## src/rtl/fetch_stage_reg.sv

```systemverilog
// fetch_stage_reg: two-entry skid buffer between fetch and decode.
// The head register drives the payload outputs directly; a second skid
// register catches one more instruction while decode stalls, so both
// valid/ready handshakes are fully registered.
// Optional feature: define FETCH_STAGE_REG_PERF_EN to add stall_cnt_r,
// a saturating count of cycles where decode stalled a valid head.
module fetch_stage_reg #(
  parameter int OPC_W = 5,
  parameter int REG_W = 4,
  parameter int IMM_W = 32
) (
  input  logic             clk_r,
  input  logic             reset_n_r,
  input  logic             in_valid_r,
  output logic             in_ready_r,
  input  logic [OPC_W-1:0] opcode_in_f_r,
  input  logic [REG_W-1:0] s1_in_f_r,
  input  logic [REG_W-1:0] s2_in_f_r,
  input  logic [REG_W-1:0] dest_in_f_r,
  input  logic [IMM_W-1:0] ime_data_in_f_r,
  input  logic             flush_r,
  output logic             out_valid_r,
  input  logic             out_ready_r,
  output logic [OPC_W-1:0] opcode_out_f_r,
  output logic [REG_W-1:0] s1_out_f_r,
  output logic [REG_W-1:0] s2_out_f_r,
  output logic [REG_W-1:0] dest_out_f_r,
  output logic [IMM_W-1:0] ime_data_out_f_r,
  output logic [1:0]       occ_r
`ifdef FETCH_STAGE_REG_PERF_EN
  ,
  output logic [15:0]      stall_cnt_r
`endif
);

  localparam int PW = OPC_W + 3 * REG_W + IMM_W;

  // The state encoding doubles as the occupancy count.
  typedef enum logic [1:0] {
    EMPTY = 2'd0,
    ONE   = 2'd1,
    FULL  = 2'd2
  } state_t;

  state_t        state_q;
  state_t        state_d;
  logic [PW-1:0] head_q;
  logic [PW-1:0] skid_q;
  logic [PW-1:0] in_pl;
  logic          push;
  logic          pop;
  logic          head_from_in;
  logic          head_from_skid;
  logic          skid_load;

  assign in_pl = {opcode_in_f_r, s1_in_f_r, s2_in_f_r, dest_in_f_r, ime_data_in_f_r};
  assign {opcode_out_f_r, s1_out_f_r, s2_out_f_r, dest_out_f_r, ime_data_out_f_r} = head_q;
  assign occ_r = state_q;

  assign push = in_valid_r && in_ready_r;
  assign pop  = out_valid_r && out_ready_r;

  // Next occupancy and which payload register loads what; flush wins over everything.
  always_comb begin
    state_d        = state_q;
    head_from_in   = 1'b0;
    head_from_skid = 1'b0;
    skid_load      = 1'b0;
    if (flush_r) begin
      state_d = EMPTY;
    end else begin
      case (state_q)
        EMPTY: begin
          if (push) begin
            state_d      = ONE;
            head_from_in = 1'b1;
          end
        end
        ONE: begin
          if (push && pop) begin
            head_from_in = 1'b1;
          end else if (push) begin
            state_d   = FULL;
            skid_load = 1'b1;
          end else if (pop) begin
            state_d = EMPTY;
          end
        end
        FULL: begin
          if (pop) begin
            state_d        = ONE;
            head_from_skid = 1'b1;
          end
        end
        default: begin
          state_d = EMPTY;
        end
      endcase
    end
  end

  // State plus registered handshake flags, so no input reaches an output combinationally.
  always_ff @(posedge clk_r or negedge reset_n_r) begin
    if (!reset_n_r) begin
      state_q     <= EMPTY;
      in_ready_r  <= 1'b0;
      out_valid_r <= 1'b0;
    end else begin
      state_q     <= state_d;
      in_ready_r  <= (state_d != FULL);
      out_valid_r <= (state_d != EMPTY);
    end
  end

  // Payload registers; the head keeps its last value when the buffer drains.
  always_ff @(posedge clk_r or negedge reset_n_r) begin
    if (!reset_n_r) begin
      head_q <= '0;
      skid_q <= '0;
    end else if (flush_r) begin
      head_q <= '0;
      skid_q <= '0;
    end else begin
      if (head_from_in) begin
        head_q <= in_pl;
      end else if (head_from_skid) begin
        head_q <= skid_q;
      end
      if (skid_load) begin
        skid_q <= in_pl;
      end
    end
  end

`ifdef FETCH_STAGE_REG_PERF_EN
  // Saturating count of cycles where decode held off a valid head; flush leaves it alone.
  always_ff @(posedge clk_r or negedge reset_n_r) begin
    if (!reset_n_r) begin
      stall_cnt_r <= 16'h0000;
    end else if (out_valid_r && !out_ready_r && (stall_cnt_r != 16'hFFFF)) begin
      stall_cnt_r <= stall_cnt_r + 16'h0001;
    end
  end
`endif

endmodule
```

## config.mk

```make
export PLATFORM = sky130hd
export DESIGN_NAME = fetch_stage_reg
export DESIGN_NICKNAME = d
export VERILOG_FILES = /design/src/rtl/fetch_stage_reg.sv
export SDC_FILE = /design/constraint.sdc
export NUM_CORES = 1
export LEC_CHECK = 0
export ABC_CLOCK_PERIOD_IN_PS = 1900
export CAP_MARGIN = 10
export CORE_MARGIN = 2
export CORE_UTILIZATION = 40
export DETAILED_ROUTE_END_ITERATION = 16
export HOLD_SLACK_MARGIN = 0.05
export PLACE_DENSITY = 0.7
export SYNTH_ARGS = -nofsm -noshare
export SYNTH_HDL_FRONTEND = slang
export SYNTH_SLANG_ARGS = --single-unit
export TNS_END_PERCENT = 10
```

## constraint.sdc

```tcl
create_clock -name clk_r -period 1.9 [get_ports clk_r]
set_input_delay 0.38 -clock clk_r [delete_from_list [all_inputs] [get_ports clk_r]]
set_output_delay 0.38 -clock clk_r [all_outputs]
set_load 0.005 [all_outputs]
```

# == After elaboration in Yosys (flattened, before gate mapping) ==
# Index checks and enable logic that the tools add are counted.
# word_totals
ff_bits,102
input_bits,54
elab_cells,37
# op_classes
eq_ne,3
mux,22
reduce_logical,7
# ops
op,n
two-way mux 49 bit,5
two-way mux 2 bit,6
two-way mux 1 bit,9
case mux 2 bit (3 select lines),1
nonzero test 2 bit,2
logical AND 1 bit,3
nonzero test 3 bit,1
equality test 2 x 1 -> 1 bit (second input constant),1
equality test 2 bit (second input constant),1
logical NOT 2 bit,1
inequality test 2 bit (second input constant),1
case mux 1 bit (2 select lines),1

# == Depth between registers and ports, before layout ==
# Gate-level depths: netlist of run 1.
# logic_depth
word_depth,7
depth_mapped,6

# == Least setup slack after synthesis of run 1 ==
# No wires, ideal clock.
# synth_path
path_type,register to register
startpoint,"register state_q[1], in the netlist occ_r[1]"
endpoint,register head_q[12]
arrival_ps,1391
t_required_ps,1801
setup_slack_ps,409
path_stages_with_launch,7
path_buffers,2
synth_period_minus_slack_ps,1491
cell_sequence,dfrtp_1 nand3b_4 a21oi_2 buf_4 buf_2 nand2_1 a311oi_1
# synth_between
elab_chain_len,5
word_cells_on_any_way,10
# synth_lines
element,line_no,rtl
start: declaration,45,state_t state_q;
start signal: assignment,109,state_q <= state_d;
equality test 2 x 1 -> 1 bit / logical NOT 2 bit (equally long branches),72,case (state_q)
case mux 1 bit (2 select lines),72,
two-way mux 1 bit,69,if (flush_r) begin
two-way mux 49 bit,124,if (head_from_in) begin
two-way mux 49 bit,120,end else if (flush_r) begin
end signal: assignment,125,head_q <= in_pl;
end signal: assignment,127,head_q <= skid_q;
end: declaration,47,logic [PW-1:0] head_q;
# Parallel ways exist; a longest one is shown, timed or not.
# A chain may end at the register's enable or synchronous reset.

# == Worst setup path in the final report of run 1 ==
# layout_path
startpoint,register in_ready_r
endpoint,output port in_ready_r
# layout_lines
element,line_no,rtl
start: declaration,15,"output logic in_ready_r,"
start signal: assignment,110,in_ready_r <= (state_d != FULL);
# No word-level cell between the ends.

==> results.toml, run 1 <==
[clock_tree]
ctsLongestPathBuffers = 2
clk_pin_slew_worst_paths_ns = 0.10
postCtsHoldBufs = 0
post_cts_buffers = 0
cts_sinks = 102
cts_tree = "yes"
cts_max_level = 3
clockRootBuffer = "clkbuf_8"
cts_buffers = 9
clock_latency_ns = 0.35

[global_routing]
grt_max_degree = 103
grt_pass1_wl_um = 18700
antenna_found_initial = 0
grt_overflow_total = 0
track_usage_pct = 19.7
grt_pass1_vias = 3900

[routing]
viasPerCell = 5.28
routed_wl_um = 11200
ant_nets = 0
drc = 0
dr_total_vias = 3977
met2_length_um = 5490
met3_wirelength_um = 642
wl_per_cell_um = 14.9
wl_met1_um = 4820
drt_iter0_markers = 165
top_layer = "met4"
detail_route.first_pass.iterations = 4

[timing]
drv_slew = 0
max-slew-margin-rel_pct = 63.2
worst_slack_ns = 0.145
holdWs_ns = 0.0515
worstMarginPinSlew_ns = 0.552
rsz0062_at_grt = "false"
fin_setup_tns_ns = 0
hold_viol = 0
fin_crit_ns = 1.75
finalSetupViolCount = 0
timing.fmax_mhz = 570
skew_ns = 0.00991
timing.final.crit_share_pct = 92.3

[die]
die_height_um = 110
dieArea_um2 = 12100
ios = 107
core.rowCount = 38
dieWidth_um = 110
start_util_pct = 41.3
core_area_um2 = 10900

[worst_setup_path]
crit_chain = "clkdlybuf4s50_1"
cp.required_ns = 1.52
cp_slowest_cell = "clkdlybuf4s50_1"
worst_setup_path_start_kind = "flop"
crit_arrival_ns = 1.37
cp_top_family = "buffers and inverters"
reg2reg_setup_slack_ns = 0.22
crit_buf_inv = 1
cp-end-kind = "primary output"
cp_slowest_stage_delay_ns = 0.58
crit_type = "flop to primary output"
crit_fanout = 5

[final_layout]
fin_nets = 662
final_cells = 753
diodes = 0
fillers = 1006
area_growth_pct = 34.1
drive_gt1_share_pct = 7.99
utilization_pct = 55.4

[place]
place_ws_ns = -0.199
dp.cells = 737
io_buffers = 106
place_congestion = 0.746
dp_hpwl_um = 7520

[synthesis]
synth_mux_area_share_pct = 0.250
synthAdderAreaFrac_pct = 0
syn_inst = 509
yosys.area_share.simple_pct = 22.7
synth.area.top_cells = "dfrtp_1 57%, nand2_1 17%, a311oi_1 9.5%"
syn_area_per_cell_um2 = 8.84
ys_warn_count = 0
synth-xor-area-share_pct = 0
synth_cell_type_count = 24
synth_compound_area_share_pct = 16.1
synth_fp_nets = 563
netlist_area_um2 = 4500
yosys.area.top_type = "dfrtp_1"
synth_top_family_by_area = "simple AND/OR/NAND/NOR gates"
ys_seq_area_share_pct = 56.7
synth_top_area_share_pct = 56.7
ys_ff_latch = 102

[outcome]
outcome = "finished clean"

[pwr]
powerDensity_nw_per_um2 = 846
vdd_ir_drop_max_mv = 0.411
cellLeakagePower_nw = 2.45

[job]
maxCapViolCount = 0

[hold_path]
min_path_type = "input port to asynchronous set/reset pin"
routing by layer:
layer	vias up	global-route usage (%)
met4	0	7.87
met5	-	0
li1	1903	-
met2	116	32.5
met3	16	3.64
met1	1942	25.7
path summary, 6_finish.rpt:
path,from,to,cells past startpoint
setup / recovery,in_ready_r$_DFF_PN0_,in_ready_r,1
min in group clk_r,flush_r,skid_q[21]$_DFFE_PN0P_,2
hold reg to reg,skid_q[26]$_DFFE_PN0P_,skid_q[26]$_DFFE_PN0P_,2
hold / removal,reset_n_r,head_q[14]$_DFFE_PN0P_,2
max in group asynchronous,reset_n_r,occ_r[0]$_DFF_PN0_,2
setup reg to reg,occ_r[1]$_DFF_PN0_,head_q[42]$_DFFE_PN0P_,5
area by class of cell:
cell class                      instances  area [um^2]  area share, %
Sequential cell                       102         2550           42.3
Multi-Input combinational cell        365         1780           29.6
Timing Repair Buffer                  129         1340           22.2
Tap cell                              140          175           2.90
Clock buffer                           11          141           2.34
Clock inverter                          5         35.0          0.581
Inverter                                1         3.75         0.0622
registers in the layout, indices dropped and copies added, names as in the netlist:
signal,cells
head_q,49
in_ready_r,1
occ_r,2
out_valid_r,1
skid_q,49
stage by stage:
step | power, mW | cell area, um^2
after floorplan | 3.16 | 4500
after global placement | 3.88 | 5860
after detailed placement | 3.93 | 5860
after CTS | 5.16 | 6030
after global routing | 5.41 | 6030
final | 5.10 | 6030
what timing repair did:
| action | CTS | global route |
|---|---|---|
| setup endpoints to repair | 0 | 1 |
| hold endpoints to repair | 0 | 0 |
| gates resized for setup | 0 | 1 |
power breakdown:
group	internal [mW]	switching [mW]	leakage (nW)
registers	2.38	0.132	1.37
clock network	0.514	0.723	0.0893
logic	0.690	0.665	0.984
synth_stat cells:
cell type / instances
o211ai_2: 1
nand2_1: 199
buf_4: 4
nand4b_1: 1
inv_1: 1
buf_2: 13
nor2_1: 52
nor2_2: 1
dfrtp_1: 102
a21bo_2: 1
nand3b_4: 1
mux2_2: 1
nand4bb_1: 1
o22ai_1: 1
and3b_1: 1
clkbuf_1: 22
a21o_1: 1
nand3_1: 1
a21oi_1: 50
nand2_2: 1
a311oi_1: 49
buf_1: 2
a21oi_2: 1
nor2b_1: 2
logic make-up (layout without fill, tap and decap cells):
| group | after synthesis | in the layout |
|---|---|---|
| and+or+nand+nor | 260 | 260 |
| AOI/OAI and AO/OA | 104 | 104 |
| DFF | 102 | 102 |
| buffers and inverters | 42 | 146 |
| muxes | 1 | 1 |
cells in the final DEF, fill, tap and decap left out, types with 2 or more instances in the layout:
cell type        netlist  layout
nand2_1              199     199
clkdlybuf4s50_1        0     104
dfrtp_1              102     101
nor2_1                52      52
a21oi_1               50      50
a311oi_1              49      49
buf_4                  4      16
clkbuf_8               0      10
buf_12                 0       9
nor2b_1                2       2
clkinv_2               0       2
clkinv_4               0       2
Note: power is estimated with default switching activity, not from simulation.
==> inputs of run 2 (changes only) <==
- ABC_CLOCK_PERIOD_IN_PS: 1900 -> 2100
- CORE_ASPECT_RATIO: not set -> 0.9
- clock period: 1.9 -> 2.1 ns (I/O delays scaled with it)
==> results.toml, run 2 (synthesis results as in run 1) <==
[outcome]
outcome = "finished clean"

[timing]
fin_crit_ns = 1.87
fin_setup_tns_ns = 0
max-slew-margin-rel_pct = 68.4
finalSetupViolCount = 0
rsz0062_at_grt = "false"
worstMarginPinSlew_ns = 0.474
hold_viol = 0
worst_slack_ns = 0.233
timing.fmax_mhz = 536
skew_ns = 0.00565
drv_slew = 0
timing.final.crit_share_pct = 88.9

[routing]
detail_route.first_pass.iterations = 4
dr_total_vias = 3920
ant_nets = 0
drt_iter0_markers = 276
wl_per_cell_um = 14.6
routed_wl_um = 11100
viasPerCell = 5.14
drc = 0

[die]
core_area_um2 = 10900
core.rowCount = 36
dieWidth_um = 116
start_util_pct = 41.3
ios = 107
die_height_um = 105
dieArea_um2 = 12100

[pwr]
cellLeakagePower_nw = 2.48
finalPower_mw = 5.11
powerDensity_nw_per_um2 = 833
vdd_ir_drop_max_mv = 0.613

[final_layout]
diodes = 0
final_cell_mix = "199 x nand2_1, 104 x clkdlybuf4s50_1, 102 x dfrtp_1, 52 x nor2_1, 50 x a21oi_1"
final_cells = 762
final_common_cell = "nand2_1"
drive_gt1_share_pct = 7.38
area_growth_pct = 36.5
fin_nets = 659

[worst_setup_path]
worstReg2RegStart = "occ_r[1]$_DFF_PN0_"
crit_buf_inv = 1
cp_slowest_cell = "clkdlybuf4s50_1"
startpoint = "occ_r[0]$_DFF_PN0_"
crit_chain = "clkdlybuf4s50_1"
rr_worst_depth = 5
crit_end = "occ_r[0]"
crit_fanout = 8
crit_arrival_ns = 1.45
cp-end-kind = "primary output"
reg2reg_setup_slack_ns = 0.40
worst_setup_path_start_kind = "flop"
crit_type = "flop to primary output"
r2r_end = "head_q[11]$_DFFE_PN0P_"
cp_top_family = "buffers and inverters"
worstSetupPathDepth = 1
cp.required_ns = 1.68
cp_slowest_stage_delay_ns = 0.60

[place]
place_congestion = 0.782
io_buffers = 106
dp.cells = 746
place_ws_ns = -0.0696
dp_hpwl_um = 7590

[clock_tree]
clock_latency_ns = 0.33
post_cts_buffers = 0
cts_max_level = 3
cts_resized = 0
postCtsHoldBufs = 0
cts_sinks = 102
cts_buffers = 9
cts_tree = "yes"
ctsLongestPathBuffers = 2
clk_pin_slew_worst_paths_ns = 0.07
clockRootBuffer = "clkbuf_16"

[job]
maxCapViolCount = 0

[global_routing]
grt_max_degree = 53
antenna_found_initial = 0
grt_pass1_wl_um = 18900
grt_pass1_vias = 3971
track_usage_pct = 19.5
grt_overflow_total = 0

[hold_path]
min_path_type = "input port to asynchronous set/reset pin"
run 2: cell count changes in the layout (fill, tap and decap cells not counted):
cell	delta
clkbuf_8	-10
clkbuf_16	+9
buf_4	-3
clkinv_4	-2
clkinvlp_4	+2
bufinv_16	+1
dfrtp_1	+1
dfrtp_2	-1
run 2: worst min path at each step:
stage	start	end	slack, ns	cells past startpoint
2_1_floorplan	reset_n_r	head_q[0]$_DFFE_PN0P_	0.12	0
3_3_place_gp	reset_n_r	skid_q[26]$_DFFE_PN0P_	0.41	1
3_5_place_dp	reset_n_r	skid_q[25]$_DFFE_PN0P_	0.42	1
4_1_cts	reset_n_r	skid_q[25]$_DFFE_PN0P_	0.05	1
5_1_grt	reset_n_r	skid_q[25]$_DFFE_PN0P_	0.07	1
6_report	reset_n_r	skid_q[25]$_DFFE_PN0P_	0.04	1
run 2: power by group:
group	internal, mW	switching [mW]	total [mW]	leakage (nW)
sequential	2.15	0.122	2.27	1.38
clock	0.920	0.706	1.63	0.134
combinational	0.615	0.597	1.21	0.970
run 2: per-layer routing:
layer | vias up | wire length (um) | global-route usage [%]
met5 | - | 0 | 0
met4 | 0 | 152 | 7.31
met3 | 12 | 679 | 5.16
met2 | 120 | 5430 | 30.4
met1 | 1885 | 4840 | 26.1
li1 | 1903 | - | -
run 2: layout make-up:
class                   count  area (um^2)
well taps                 152          190
clock buffers              10          229
flip-flops and latches    102         2550
fillers                   977         4760
inverters                   1         3.75
clock inverters             6         62.6
multi-input cells         365         1780
repair buffers            126         1320
run 2: through the flow:
stage | instance area, um^2 | hold slack [ns] | util (%)
floorplan | 4500 | 0.124 | -
global placement | 5850 | 0.414 | 53.7
detailed placement | 5850 | 0.415 | 53.7
CTS | 6140 | 0.0511 | 56.3
global route | 6140 | 0.0733 | 56.3
finish | 6140 | 0.0411 | 56.3
